<file path="config.mk">
export PLATFORM = sky130hd
export DESIGN_NAME = shift_sequencer
export DESIGN_NICKNAME = d
export VERILOG_FILES = /design/src/rtl/shift_sequencer_pkg.sv /design/src/rtl/shift_sequencer_counter.sv /design/src/rtl/shift_sequencer.sv
export SDC_FILE = /design/constraint.sdc
export NUM_CORES = 1
export LEC_CHECK = 0
export CAP_MARGIN = 20
export CORE_MARGIN = 5
export CORE_UTILIZATION = 40
export DETAILED_ROUTE_END_ITERATION = 6
export PLACE_DENSITY_LB_ADDON = 0.12
export SLEW_MARGIN = 5
export SYNTH_ARGS = -nofsm -noshare
export SYNTH_HDL_FRONTEND = slang
export SYNTH_SLANG_ARGS = --single-unit
</file>
<file path="constraint.sdc">
create_clock -name s_clock -period 3.7 [get_ports s_clock]
set_input_delay 0.37 -clock s_clock [delete_from_list [all_inputs] [get_ports s_clock]]
set_output_delay 0.37 -clock s_clock [all_outputs]
set_load 0.03 [all_outputs]
</file>
<file path="src/rtl/shift_sequencer_pkg.sv">
// Shared types and helpers for the shift-register sequencer:
// the FSM state encoding and the shift-length clamp rule.
package shift_sequencer_pkg;

  typedef enum logic [1:0] {
    ST_IDLE  = 2'd0,
    ST_LOAD  = 2'd1,
    ST_SHIFT = 2'd2,
    ST_DONE  = 2'd3
  } seq_state_e;

  // A zero or oversized request means "shift the whole register".
  function automatic int unsigned clamp_len(input int unsigned len,
                                            input int unsigned nr_of_stages);
    int unsigned eff;
    if (len == 32'd0 || len > nr_of_stages) begin
      eff = nr_of_stages;
    end else begin
      eff = len;
    end
    return eff;
  endfunction

endpackage

</file>
<file path="src/rtl/shift_sequencer_counter.sv">
// Loadable up-counter used to count shift ticks. o_terminal flags that the
// next enabled increment reaches i_terminal; the count never passes it.
module seq_bit_counter #(
  parameter int CNT_W = 4
) (
  input  logic             s_clock,
  input  logic             reset,
  input  logic             i_load,
  input  logic [CNT_W-1:0] i_load_value,
  input  logic             i_enable,
  input  logic [CNT_W-1:0] i_terminal,
  output logic             o_terminal
);

  localparam logic [CNT_W-1:0] CNT_ONE = {{(CNT_W-1){1'b0}}, 1'b1};

  logic [CNT_W-1:0] r_count;

  // Count register: load has priority, increments stop at the terminal value.
  always_ff @(posedge s_clock or posedge reset) begin
    if (reset) begin
      r_count <= {CNT_W{1'b0}};
    end else if (i_load) begin
      r_count <= i_load_value;
    end else if (i_enable && (r_count != i_terminal)) begin
      r_count <= r_count + CNT_ONE;
    end
  end

  assign o_terminal = ((r_count + CNT_ONE) == i_terminal);

endmodule

</file>
<file path="src/rtl/shift_sequencer.sv">
// Sequencer for an external shift register: accepts a parallel word, loads it,
// shifts it a configurable number of ticks and returns the settled result.
module shift_sequencer
  import shift_sequencer_pkg::*;
#(
  parameter int NR_OF_STAGES = 8,
  parameter int LEN_W        = 6
) (
  input  logic                    s_clock,
  input  logic                    reset,
  input  logic                    tick,
  input  logic                    in_valid,
  output logic                    in_ready,
  input  logic [NR_OF_STAGES-1:0] in_data,
  input  logic [LEN_W-1:0]        cfg_len,
  output logic                    sr_parLoad,
  output logic                    sr_shiftEnable,
  output logic [NR_OF_STAGES-1:0] sr_d,
  input  logic [NR_OF_STAGES-1:0] sr_q,
  output logic                    out_valid,
  input  logic                    out_ready,
  output logic [NR_OF_STAGES-1:0] out_data,
  output logic                    busy
);

  localparam int CNT_W = $clog2(NR_OF_STAGES + 1);

  seq_state_e              r_state;
  seq_state_e              w_state_next;
  logic                    r_par_load;
  logic                    r_shift_en;
  logic                    r_busy;
  logic                    r_in_ready;
  logic [NR_OF_STAGES-1:0] r_sr_d;
  logic [CNT_W-1:0]        r_len;
  logic [NR_OF_STAGES-1:0] r_out_data;
  logic                    r_out_valid;
  logic [CNT_W-1:0]        w_len_eff;
  logic                    w_accept;
  logic                    w_cnt_load;
  logic                    w_cnt_enable;
  logic                    w_terminal;

  assign w_len_eff = CNT_W'(clamp_len(32'(cfg_len), 32'(NR_OF_STAGES)));

  seq_bit_counter #(
    .CNT_W(CNT_W)
  ) u_counter (
    .s_clock     (s_clock),
    .reset       (reset),
    .i_load      (w_cnt_load),
    .i_load_value({CNT_W{1'b0}}),
    .i_enable    (w_cnt_enable),
    .i_terminal  (r_len),
    .o_terminal  (w_terminal)
  );

  // Next-state logic; every transition is qualified by tick.
  always_comb begin
    w_state_next = r_state;
    w_accept     = 1'b0;
    w_cnt_load   = 1'b0;
    w_cnt_enable = 1'b0;
    case (r_state)
      ST_IDLE: begin
        if (tick && in_valid && r_in_ready) begin
          w_accept     = 1'b1;
          w_state_next = ST_LOAD;
        end else begin
          w_state_next = ST_IDLE;
        end
      end
      ST_LOAD: begin
        if (tick) begin
          w_cnt_load   = 1'b1;
          w_state_next = ST_SHIFT;
        end else begin
          w_state_next = ST_LOAD;
        end
      end
      ST_SHIFT: begin
        if (tick) begin
          w_cnt_enable = 1'b1;
          w_state_next = w_terminal ? ST_DONE : ST_SHIFT;
        end else begin
          w_state_next = ST_SHIFT;
        end
      end
      ST_DONE: begin
        if (tick && r_out_valid && out_ready) begin
          w_state_next = ST_IDLE;
        end else begin
          w_state_next = ST_DONE;
        end
      end
      default: begin
        w_state_next = ST_IDLE;
      end
    endcase
  end

  // State register; controls are decoded from the next state so they are
  // registered and change only together with the state.
  always_ff @(posedge s_clock or posedge reset) begin
    if (reset) begin
      r_state    <= ST_IDLE;
      r_par_load <= 1'b0;
      r_shift_en <= 1'b0;
      r_busy     <= 1'b0;
      r_in_ready <= 1'b1;
    end else begin
      r_state    <= w_state_next;
      r_par_load <= (w_state_next == ST_LOAD);
      r_shift_en <= (w_state_next == ST_SHIFT);
      r_busy     <= (w_state_next != ST_IDLE);
      r_in_ready <= (w_state_next == ST_IDLE);
    end
  end

  // Transaction parameters captured at acceptance.
  always_ff @(posedge s_clock or posedge reset) begin
    if (reset) begin
      r_sr_d <= {NR_OF_STAGES{1'b0}};
      r_len  <= {CNT_W{1'b0}};
    end else if (w_accept) begin
      r_sr_d <= in_data;
      r_len  <= w_len_eff;
    end
  end

  // The first DONE tick lets the last shift settle before sr_q is captured.
  always_ff @(posedge s_clock or posedge reset) begin
    if (reset) begin
      r_out_data  <= {NR_OF_STAGES{1'b0}};
      r_out_valid <= 1'b0;
    end else if ((r_state == ST_DONE) && tick) begin
      if (!r_out_valid) begin
        r_out_data  <= sr_q;
        r_out_valid <= 1'b1;
      end else if (out_ready) begin
        r_out_valid <= 1'b0;
      end
    end
  end

  assign in_ready       = r_in_ready;
  assign busy           = r_busy;
  assign sr_parLoad     = r_par_load;
  assign sr_shiftEnable = r_shift_en;
  assign sr_d           = r_sr_d;
  assign out_valid      = r_out_valid;
  assign out_data       = r_out_data;

endmodule
</file>
==> results of run 1 <==
==> per-layer routing <==
| metal | up-vias | track usage, % |
|---|---|---|
| li1 | 471 | - |
| met1 | 495 | 15.02 |
| met4 | 0 | 6.835 |
| met5 | - | 0 |
| met3 | 6 | 5.657 |
| met2 | 33 | 24.06 |
==> power breakdown <==
part	leakage (nW)	total (W)	switching (W)	internal, W
clock	0.0482	0.000275	0.000115	0.000160
combinational	0.436	0.000724	0.000375	0.000348
sequential	0.378	0.000581	0.000102	0.000480
total	0.862	0.00158	0.000592	0.000987
==> how the worst min path moves through the flow <==
stage,depth (start not counted),startpoint,end,slack [ns]
after floorplan,1,reset,busy,0.47
after global placement,1,sr_d[1],sr_d[1],0.47
after detailed placement,1,sr_d[1],sr_d[1],0.48
after CTS,2,reset,u_counter.r_count[1],0.44
after global routing,2,reset,out_valid,0.50
final,2,reset,out_valid,0.42
==> cell type report <==
cell class                      count  area (um^2)
Multi-Input combinational cell     69        540.5
Inverter                            1        3.754
Clock buffer                        6        51.30
Clock inverter                      2        35.03
Fill cell                         288         1321
Tap cell                           46        57.56
Sequential cell                    31        777.0
Timing Repair Buffer               48        498.0
==> cells by family (layout without fill, tap and decap cells) <==
kind of cell             count (synthesis)  after routing
flip-flops                              31             31
AND/OR/NAND/NOR                         30             30
multiplexers                            19             19
AO/OA/AOI/OAI                           12             12
XOR/XNOR                                 7              7
buffers and inverters                    3             57
adder cells (fa/ha/maj)                  1              1
==> metrics by stage <==
stage | cell area, um^2 | cells | total power [W] | worst slack, ns | hold WS (ns)
floorplan | 1334 | 103 | 0.001022 | 2.056 | 0.4661
global placement | 1849 | 194 | 0.001298 | 1.551 | 0.4709
detailed placement | 1877 | 195 | 0.001318 | 1.471 | 0.4751
CTS | 1963 | 203 | 0.001603 | 1.768 | 0.4384
global route | 1963 | 203 | 0.001682 | 1.719 | 0.4954
finish | 1963 | 203 | 0.001579 | 1.801 | 0.4246
==> registers in the layout (all words and copies together) (netlist names) <==
| signal | cells |
|---|---|
| busy | 1 |
| sr_parLoad | 1 |
| sr_shiftEnable | 1 |
| out_data | 8 |
| u_counter.r_count | 4 |
| r_len | 4 |
| out_valid | 1 |
| sr_d | 8 |
| r_state | 2 |
| in_ready | 1 |
==> worst register-to-register path: stages (launching register included) <==
cell                       delay (ns)
sky130_fd_sc_hd__dfstp_2         0.54
sky130_fd_sc_hd__nand4b_1        0.18
sky130_fd_sc_hd__nor2_2          0.56
sky130_fd_sc_hd__mux2_1          0.39
==> cell usage in the layout, fill, tap and decap left out, types with 2 or more instances in the layout <==
master                             n
sky130_fd_sc_hd__o21ai_0           4
sky130_fd_sc_hd__clkdlybuf4s50_1  47
sky130_fd_sc_hd__and3_1            2
sky130_fd_sc_hd__nand3b_1          2
sky130_fd_sc_hd__xnor2_1           5
sky130_fd_sc_hd__mux2_1           16
sky130_fd_sc_hd__nor2_1            6
sky130_fd_sc_hd__clkbuf_4          5
sky130_fd_sc_hd__dfrtp_1          30
sky130_fd_sc_hd__nand2_1           9
sky130_fd_sc_hd__mux2i_1           3
sky130_fd_sc_hd__nand3_1           4
==> results.txt, run 1 <==
The flow ran to the end, and the final reports show no timing, DRC or antenna violations. The multiplexer area fraction after synthesis came out at 15.76%. The worst setup path is captured at a primary output. The highest-delay cell along the critical path is sky130_fd_sc_hd__clkdlybuf4s50_1. The total detailed-routing wirelength is 2682 um.

The number of placement rows is 21. The critical path ends at in_ready. The number of buffers inserted during clock tree synthesis came out at 5.

The count of endpoints failing setup in the final report is 0. Detailed placement ended at an HPWL of 2110 um. The number of input and output port buffers inserted came out at 47. After Yosys synthesis, XOR and XNOR cells account for 5.722% of the synthesized area. By area the synthesized netlist is led by sky130_fd_sc_hd__dfrtp_1 (56%), sky130_fd_sc_hd__mux2_1 (14%), sky130_fd_sc_hd__xnor2_1 (3.3%), sky130_fd_sc_hd__nand2_1 (2.5%), sky130_fd_sc_hd__mux2i_1 (2.3%).

Summed over all nets, wire length on met3 after detailed routing comes to 180 um. The detailed route wirelength on metal2 came out at 1363 um. Across the run, the number of max-cap violations was 0.

The number of antenna violations at the first check in global routing is 0. The number of synthesized flops with an enable pin is 0. The fraction of the cycle the final worst path needs came out at 51.33%. The post-synthesis cell type count is 32. The net total in the final layout is 184. The worst register-to-register path has a depth of 3. The complex-gate fraction of the synthesized area came out at 6.660%. The fraction of registers with async set/reset is 100.0%.

The effective utilization at floorplan is 40.61%. TritonCTS built the clock tree. The H-tree was split into 2 levels. The overall overflow remaining after global route is 0. The weighted congestion reported at the end of routability-driven placement is 0.7453. The largest family of logic cells by synthesized area is multiplexers. The met1 wire length is 1087 um.

The detailed router used layers up to and including met4. The setup slack on the worst flop-to-flop path came out at 1.92 ns. Of the cells placed in the final design, the portion with a size suffix greater than 1 is 8.917%. Clock-pin slew was measured on the worst setup and hold paths at 0.10 ns. The maximum number of pins on one net before global-route repair came out at 17.

The detail-routed net length per standard cell came out at 13.21 um. The synthesized design contains 31 register bits. Sequential elements use 58.26% of the synthesized area. From left edge to right edge, the die measures 67.75 um. The chip height came out at 67.75 um. The first global-routing pass estimated 4747 um of wire. Ranked by instance count, the synthesized netlist is headed by sky130_fd_sc_hd__dfrtp_1 (30), sky130_fd_sc_hd__mux2_1 (16), sky130_fd_sc_hd__nand2_1 (9).

The post-synthesis instance area is 1334 um^2. The number of nets produced by synthesis is 131. Data on the critical path arrives at its endpoint at 1.53 ns.

The worst reg2reg path endpoint is sr_d[3]. The power per unit of standard cell area came out at 804.5 nW/um^2. The via count of the first global-routing pass came out at 1,134. The relative max-transition margin came out at 55.58%. The launch instance of the worst register-to-register path is in_ready. The peak supply drop is 0.3490 mV. Grouping stages by cell kind, the critical path spends the most delay in buffers and inverters. The remaining antenna violation count is 0.

The global-route usage over all layers is 14.10%. The final critical path time including I/O delays and setup came out at 1.899 ns. The core area came out at 3284 um^2. For this block, the initial DRC count from the detailed router was 53. The peak fanout along the critical path came out at 2. The logic depth of the worst setup path including buffers came out at 1.

The data required time at the worst endpoint is 3.33 ns. The total count of max-transition violations in the final report came out at 0. Setup repair after global routing left no endpoint under its margin.

The longest clock path from root to sink contains 2 buffers. The critical path goes through clkdlybuf4s50_1. The path class of the tightest hold or removal check is in -> async. In this run the biggest area consumer among cell types represents 56.29% of the synthesized area. The mean instance size in the synthesized netlist came out at 12.95 um^2.

The post-detailed-route via-to-cell ratio came out at 4.951. The total buffers and inverters traversed by the critical path is 1. The final clock skew came out at 0.008576 ns. The utilization after layout came out at 59.77%. The slew at the pin closest to its max-slew limit came out at 0.6656 ns. The die area is 4589 um^2. Buffers added to address setup during post-CTS repair amount to 0. In this run the clock root is driven by a sky130_fd_sc_hd__clkbuf_4. The worst setup path is of the reg -> out kind. The area fraction in and, or, nand and nor cells after synthesis is 11.44%. The number of detailed-route iterations in the first pass came out at 4.

The count of synthesis-stage warnings from yosys came out at 0. The CTS sink count came out at 31. The number of gates resized after CTS is 0.

The top achievable clock speed is 526.5 MHz. The antenna diode count is 0. The maximum single-stage delay on the critical path came out at 0.67 ns.

Among all cell types in the netlist, the one instantiated most often is sky130_fd_sc_hd__dfrtp_1. For this block, the via count after detailed routing is 1,005. For this run, the leading register cell type out of synthesis is sky130_fd_sc_hd__dfrtp_1. The synthesized instance count is 103. The startpoint class of the critical path is a flop.

The remaining routing DRC violations is 0. The number of hold violations in the final report is 0. The worst setup path startpoint is in_ready. Of all cell types, the one taking the most synthesized area is sky130_fd_sc_hd__dfrtp_1.

The I/O pin total is 48. For the worst-skew pair, the clock arrives at the later sink with an insertion delay of 0.33 ns. The leakage power figure is 0.8621 nW.

The signed area change from the synthesized netlist to the final layout is 47.19%. Setup total negative slack on the finished layout was measured at 0 ns. The adder-cell share of the synthesized area came out at 0.9381%. For this design, the CTS-stage hold fixing added 0 buffers.
No activity file was read; power rests on OpenSTA's default activity.
==> inputs of run 2 (changes only) <==
==> constraint.sdc (replaced) <==
create_clock -name s_clock -period 2 [get_ports s_clock]
set_input_delay 0.2 -clock s_clock [delete_from_list [all_inputs] [get_ports s_clock]]
set_output_delay 0.2 -clock s_clock [all_outputs]
set_load 0.03 [all_outputs]
==> run 2 against run 1 <==
Sequential cell count stayed put. Critical path type unchanged. Sequential share of layout area up 0.59 points. Register-to-register slack got worse by 1.6 ns. Worst setup slack lost 1.5 ns. Largest power group unchanged. Wire length is 3.7% higher. Design area is 1.5% lower.
==> results.txt, run 2 (synthesis gave the netlist of run 1 again) <==
The number of antenna violations at the first check in global routing is 0 (unchanged). The top achievable clock speed came out at 574.5 MHz. The library cell used as clock root buffer is sky130_fd_sc_hd__clkbuf_4. The global-route usage over all layers is 14.49% (+0.39 points). The number of buffers added to fix hold violations after cts came to 0 (unchanged).

The final clock skew is 0.006319 ns (-0.002257 ns). The die span in x is 67.75 um (unchanged). The CTS sink count is 31 (unchanged). The post-DP HPWL came to 2256 um (+6.9%). The maximum single-stage delay on the critical path came out at 0.67 ns (about the same). The signed area change from the synthesized netlist to the final layout came out at 45.03%.

The relative max-transition margin is 69.90% (+14 points). The total count of max-transition violations in the final report is 0 (unchanged). The clock tree from TritonCTS is yes.

The effective utilization at floorplan is 40.61% (unchanged). The power per unit of standard cell area is 1416 nW/um^2 (+76%). The filler cell count in the final layout is 293 (+1.7%). The number of detailed-route iterations in the first pass is 4 (unchanged). The peak fanout along the critical path came out at 2 (unchanged). The H-tree depth came out at 2 (unchanged). The wire length of the first global-routing pass is 4657 um (-1.9%). The post-detailed-route via-to-cell ratio came out at 4.795 (-3.1%). The overall overflow remaining after global route came to 0 (unchanged). The number of hold violations in the final report is 0 (unchanged). The remaining routing DRC violations is 0 (unchanged). The net switching power figure is 0.001071 W (+81%).

The run finished with clean final reports. The net total in the final layout is 186 (+1.1%). The total detailed-routing wirelength is 2781 um (+3.7%). The data required time at the worst endpoint is 1.80 ns (-1.53 ns). The maximum number of pins on one net before global-route repair is 23 (+6). The proportion of power drawn by combinational gates came out at 48.8% (+3.0 points). The clock share of power is 12.0% (-5.4 points). The relative contribution of sequential cells to total power was 39.2% (+2.4 points). The number of input and output port buffers inserted is 47 (unchanged).

The number of buffers added for setup after CTS came out at 0 (unchanged). The worst setup path is launched from a flop. The I/O pin total is 48 (unchanged). The number of buffers on the longest clock path came to 2 (unchanged). The count of endpoints failing setup in the final report is 0 (unchanged). The final total negative setup slack was 0 ns (unchanged). The final critical path time including I/O delays and setup came out at 1.741 ns. The cell-internal power is 0.001668 W (+69%). The chip height came to 67.75 um (unchanged). For this design, the slowest cell found on the critical path is sky130_fd_sc_hd__clkdlybuf4s50_1. The kind of cell with the highest combined delay on the critical path is buffers and inverters. The total via count after detailed routing was 983 (-2.2%). The via count of the first global-routing pass came out at 1,016 (-10%). The core area was 3284 um^2 (unchanged). The peak supply drop is 0.6606 mV (+89%).

The detail-routed net length per standard cell is 13.57 um (+2.7%). The latest clock arrival within the worst-skew pair was 0.32 ns (about the same). The antenna diode count is 0 (unchanged).

The total buffers and inverters traversed by the critical path came out at 1 (unchanged). The leakage power figure came out at 0.8482 nW (-1.6%). The fraction of layout instances using a drive strength above 1 came out at 8.805% (-0.11 points). The weighted congestion reported at the end of routability-driven placement is 0.7433 (-0.27%). The violation count after the first detailed-route iteration is 20 (-62%). Leaving out fill and tap cells, the most frequent cell in the layout is sky130_fd_sc_hd__clkdlybuf4s50_1.

Walking the worst path, the cells encountered are clkdlybuf4s50_1. The arrival time of data at the critical path endpoint came out at 1.54 ns (about the same). The fraction of the cycle the final worst path needs is 87.03%. The clock edge transition at the registers on the reported setup and hold paths is 0.09 ns (about the same). The number of buffers inserted during clock tree synthesis came out at 5 (unchanged). The die area came to 4589 um^2 (unchanged). The switching power as a share of total power came to 39.09% (+1.6 points).

The reported max-cap violation count came out at 0 (unchanged). The remaining antenna violation count is 0 (unchanged). The worst setup path is captured at a primary output. Leaving out fill and tap cells, the most frequent cells in the layout are sky130_fd_sc_hd__clkdlybuf4s50_1 (47), sky130_fd_sc_hd__dfrtp_1 (30), sky130_fd_sc_hd__mux2_1 (16). The slew at the pin closest to its max-slew limit is 0.4480 ns (-0.2176 ns). The number of gates resized after CTS was 0 (unchanged). The number of placement rows came out at 21 (unchanged).

Setup repair after global routing left no endpoint under its margin. The worst setup path is of the reg -> out kind. The class of the tightest hold or removal check is in -> async. The utilization after layout was 58.90% (-0.88 points).
[run 2: cell types whose count changed in the layout (fill, tap and decap cells not counted), sizes merged]
cell	before	now
bufinv	1	0
buf	1	3
clkbuf	6	7
[run 2: final cells by class]
type                    count  area (um^2)  area share, %
repair buffers             50        505.5          26.13
inverters                   1        3.754         0.1940
well taps                  46        57.56          2.975
flip-flops and latches     31        777.0          40.17
clock buffers               7        45.04          2.329
clock inverters             1        5.005         0.2587
multi-input cells          69        540.5          27.94
[run 2: path summary, 6_finish.rpt]
| kind | start | endpoint | slack (ns) | depth (start not counted) |
|---|---|---|---|---|
| min in group s_clock | sr_q[5] | out_data[5] | 0.47 | 2 |
| worst max-delay path | in_ready | in_ready | 0.26 | 1 |
| worst min-delay path | reset | out_data[3] | 0.17 | 3 |
| worst max register to register | u_counter.r_count[0] | sr_shiftEnable | 0.35 | 5 |
| worst min register to register | sr_d[1] | sr_d[1] | 0.49 | 1 |
| max in group asynchronous | reset | in_ready | 1.49 | 3 |
[run 2: per-stage QoR]
stage          setup WS [ns]  instance area (um^2)  hold slack (ns)  total power, W  cells
2_1_floorplan         0.3557                  1334           0.3028        0.001891    103
4_1_cts               0.2300                  1934           0.1544        0.002791    205
5_1_grt               0.2039                  1934           0.2016        0.002929    205
6_report              0.2594                  1934           0.1682        0.002739    205
3_5_place_dp          0.1733                  1884           0.4791        0.002445    197
3_3_place_gp          0.2549                  1884           0.4715        0.002411    197
[run 2: power groups by stage]
stage	registers [W]	logic [W]	clock network (W)
after detailed placement	0.00109	0.00135	0
after floorplan	0.00143	0.000459	0
after global routing	0.00111	0.00143	0.000380
final	0.00107	0.00134	0.000329
after CTS	0.00108	0.00136	0.000354
after global placement	0.00108	0.00133	0
[run 2: routing by layer]
metal | routed length, um | global-route usage (%)
met1 | 1083 | 15.98
met2 | 1394 | 22.36
met3 | 210 | 6.988
met4 | 93 | 8.861
met5 | 0 | 0
==> inputs of run 3 (changes only) <==
--- a/config.mk
+++ b/config.mk
@@ -9,6 +9,7 @@
 export CORE_MARGIN = 5
 export CORE_UTILIZATION = 40
 export DETAILED_ROUTE_END_ITERATION = 6
+export MAX_ROUTING_LAYER = met4
 export PLACE_DENSITY_LB_ADDON = 0.12
 export SLEW_MARGIN = 5
 export SYNTH_ARGS = -nofsm -noshare
==> constraint.sdc (replaced) <==
create_clock -name s_clock -period 2.2 [get_ports s_clock]
set_input_delay 0.22 -clock s_clock [delete_from_list [all_inputs] [get_ports s_clock]]
set_output_delay 0.22 -clock s_clock [all_outputs]
set_load 0.03 [all_outputs]
==> run 3 against run 2 <==
Sequential power down 9%. Combinational power decreased by 9%. Worst setup slack gained 0.17 ns. Cell count decreased by 0.49%. Global-route usage shrank 0.78 points. Sequential share of layout area shrank 0.64 points. Design area increased by 1.6%. Register-to-register slack better by 0.20 ns. Critical endpoint unchanged.
==> results.txt, run 3 (synthesis gave the netlist of run 1 again) <==
The number of buffers added to fix hold violations after cts came out at 0 (unchanged). The total detailed-routing wirelength came out at 2699 um (-2.9%). The peak supply drop is 0.6228 mV (-5.7%).

The path depth of the worst reg2reg path came to 5 (unchanged). The number of gates resized after CTS was 0 (unchanged). The endpoint identified for the worst register-to-register timing path is sr_shiftEnable.

The setup slack on the worst flop-to-flop path was 0.55 ns (+0.20 ns). The power per unit of standard cell area was 1394 nW/um^2 (-1.5%). The number of antenna violations at the first check in global routing came to 0 (unchanged). The number of placement rows is 21 (unchanged). STA classifies the critical path endpoint as a primary output. The weighted congestion reported at the end of routability-driven placement is 0.7610 (+2.4%). The peak fanout along the critical path came out at 2 (unchanged). The data required time at the worst endpoint is 1.98 ns (+0.18 ns). The fraction of layout instances using a drive strength above 1 came out at 8.861% (+0.056 points). The number of buffers added for setup after CTS was 0 (unchanged). The total count of max-transition violations in the final report came out at 0 (unchanged).

The core area is 3284 um^2 (unchanged). The global-route usage over all layers is 13.71% (-0.78 points). The net total in the final layout is 185 (-0.54%). The maximum number of pins on one net before global-route repair is 32 (+39%).

The leakage power figure came out at 0.8639 nW (+1.8%). The post-DP HPWL came to 2127 um (-5.7%). The final total negative setup slack came out at 0 ns (unchanged). The top achievable clock speed came out at 564.4 MHz. The effective utilization at floorplan came out at 40.61% (unchanged). The fraction of the cycle the final worst path needs came out at 80.54%. The slew at the pin closest to its max-slew limit came to 0.4323 ns (-0.01568 ns). The filler cell count in the final layout is 298 (+1.7%). The signed area change from the synthesized netlist to the final layout came out at 47.37%. The via count of the first global-routing pass came out at 1,027 (+1.1%). Leaving out fill and tap cells, the most frequent cell in the layout is sky130_fd_sc_hd__clkdlybuf4s50_1.

The flow ran to the end, and the final reports show no timing, DRC or antenna violations. The die area is 4589 um^2 (unchanged). The total buffers and inverters traversed by the critical path came to 1 (unchanged). Broken down by cell family, the worst path's largest delay share belongs to buffers and inverters. The worst setup path is of the reg -> out kind. The number of input and output port buffers inserted came out at 47 (unchanged). The arrival time of data at the critical path endpoint is 1.55 ns (about the same). The number of buffers inserted during clock tree synthesis is 5 (unchanged). The detail-routed net length per standard cell is 13.23 um (-2.5%). The remaining routing DRC violations came out at 0 (unchanged). The final clock skew came out at 0.01155 ns (+0.005231 ns). The clock edge transition at the registers on the reported setup and hold paths is 0.10 ns (about the same). The reported max-cap violation count is 0 (unchanged). TritonCTS built the clock tree. The utilization after layout is 59.85% (+0.95 points). The I/O pin total was 48 (unchanged).

The number of buffers on the longest clock path is 2 (unchanged). The root buffer cell chosen for the clock tree is sky130_fd_sc_hd__clkbuf_4. The number of detailed-route iterations in the first pass is 5 (+1). Walking the worst path, the cells encountered are clkdlybuf4s50_1. The H-tree depth is 2 (unchanged). The path class of the tightest hold or removal check is in -> async.

The top cell types in the final layout, fill and taps aside, are sky130_fd_sc_hd__clkdlybuf4s50_1 (47), sky130_fd_sc_hd__dfrtp_1 (30), sky130_fd_sc_hd__mux2_1 (16). The final design area excluding fillers came out at 1966 um^2 (+1.6%). The maximum single-stage delay on the critical path is 0.67 ns (about the same). The antenna diode count was 0 (unchanged). The die span in x came out at 67.75 um (unchanged). The worst setup path is launched from a flop. The count of endpoints failing setup in the final report was 0 (unchanged). The final-layout worst hold slack is 0.2497 ns (+0.08153 ns). The area of placed instances came out at 1864 um^2 (-1.1%). The wire length of the first global-routing pass came out at 4416 um (-5.2%). The remaining antenna violation count is 0 (unchanged). The final critical path time including I/O delays and setup came out at 1.772 ns.

The total via count after detailed routing is 987 (+0.41%). The number of hold violations in the final report is 0 (unchanged). The violation count after the first detailed-route iteration is 36 (+80%).

The slowest stage of the critical path is the sky130_fd_sc_hd__clkdlybuf4s50_1 cell. The startpoint identified for the worst register-to-register timing path is u_counter.r_count[0]. The CTS sink count is 31 (unchanged). The post-detailed-route via-to-cell ratio is 4.838 (+0.90%). The latest clock arrival within the worst-skew pair came to 0.34 ns (+0.02 ns).

The relative max-transition margin came out at 70.96% (+1.1 points). Setup repair after global routing left no endpoint under its margin. The overall overflow remaining after global route is 0 (unchanged). The chip height came out at 67.75 um (unchanged).
## run 3: cell count changes in the layout (fill, tap and decap cells not counted), sizes merged
cell	before	now
clkbuf	7	6
buf	3	2
bufinv	0	2
clkinv	1	0
## run 3: area by class of cell
class | count | area, um^2 | area share [%]
inverter | 1 | 3.754 | 0.1910
timing repair buffer | 49 | 485.5 | 24.70
clock buffer | 6 | 41.29 | 2.101
clock inverter | 2 | 60.06 | 3.055
tap | 46 | 57.56 | 2.928
multi-input combinational | 69 | 540.5 | 27.50
sequential | 31 | 777.0 | 39.53
## run 3: routing by layer
| metal | GRT usage, % | vias to the layer above | part of all wire (%) |
|---|---|---|---|
| li1 | - | 472 | - |
| met2 | 21.63 | 25 | 49 |
| met3 | 4.825 | 8 | 5.3 |
| met1 | 14.71 | 482 | 43 |
| met5 | - | - | 0 |
| met4 | 8.354 | 0 | 2.6 |
## run 3: where the power goes
part / internal (W) / total [W] / switching, W
registers: 0.000807 / 0.000975 / 0.000168
clock network: 0.000355 / 0.000549 / 0.000194
logic: 0.000583 / 0.00122 / 0.000633
total: 0.00174 / 0.00274 / 0.000996
## run 3: worst max-delay path by stage
stage / from / to / cells after the start
2_1_floorplan: in_ready / sr_d[0] / 4
4_1_cts: in_ready / in_ready / 1
5_1_grt: in_ready / in_ready / 1
6_report: in_ready / in_ready / 1
3_3_place_gp: tick / sr_d[1] / 5
3_5_place_dp: tick / sr_d[5] / 5
## run 3: metrics by stage
| stage | setup slack (ns) | total power, W | instances |
|---|---|---|---|
| 2_1_floorplan | 0.5557 | 0.001719 | 103 |
| 3_3_place_gp | 0.4179 | 0.002187 | 196 |
| 3_5_place_dp | 0.3421 | 0.002219 | 196 |
| 4_1_cts | 0.4037 | 0.002775 | 204 |
| 5_1_grt | 0.3869 | 0.002895 | 204 |
| 6_report | 0.4281 | 0.002741 | 204 |
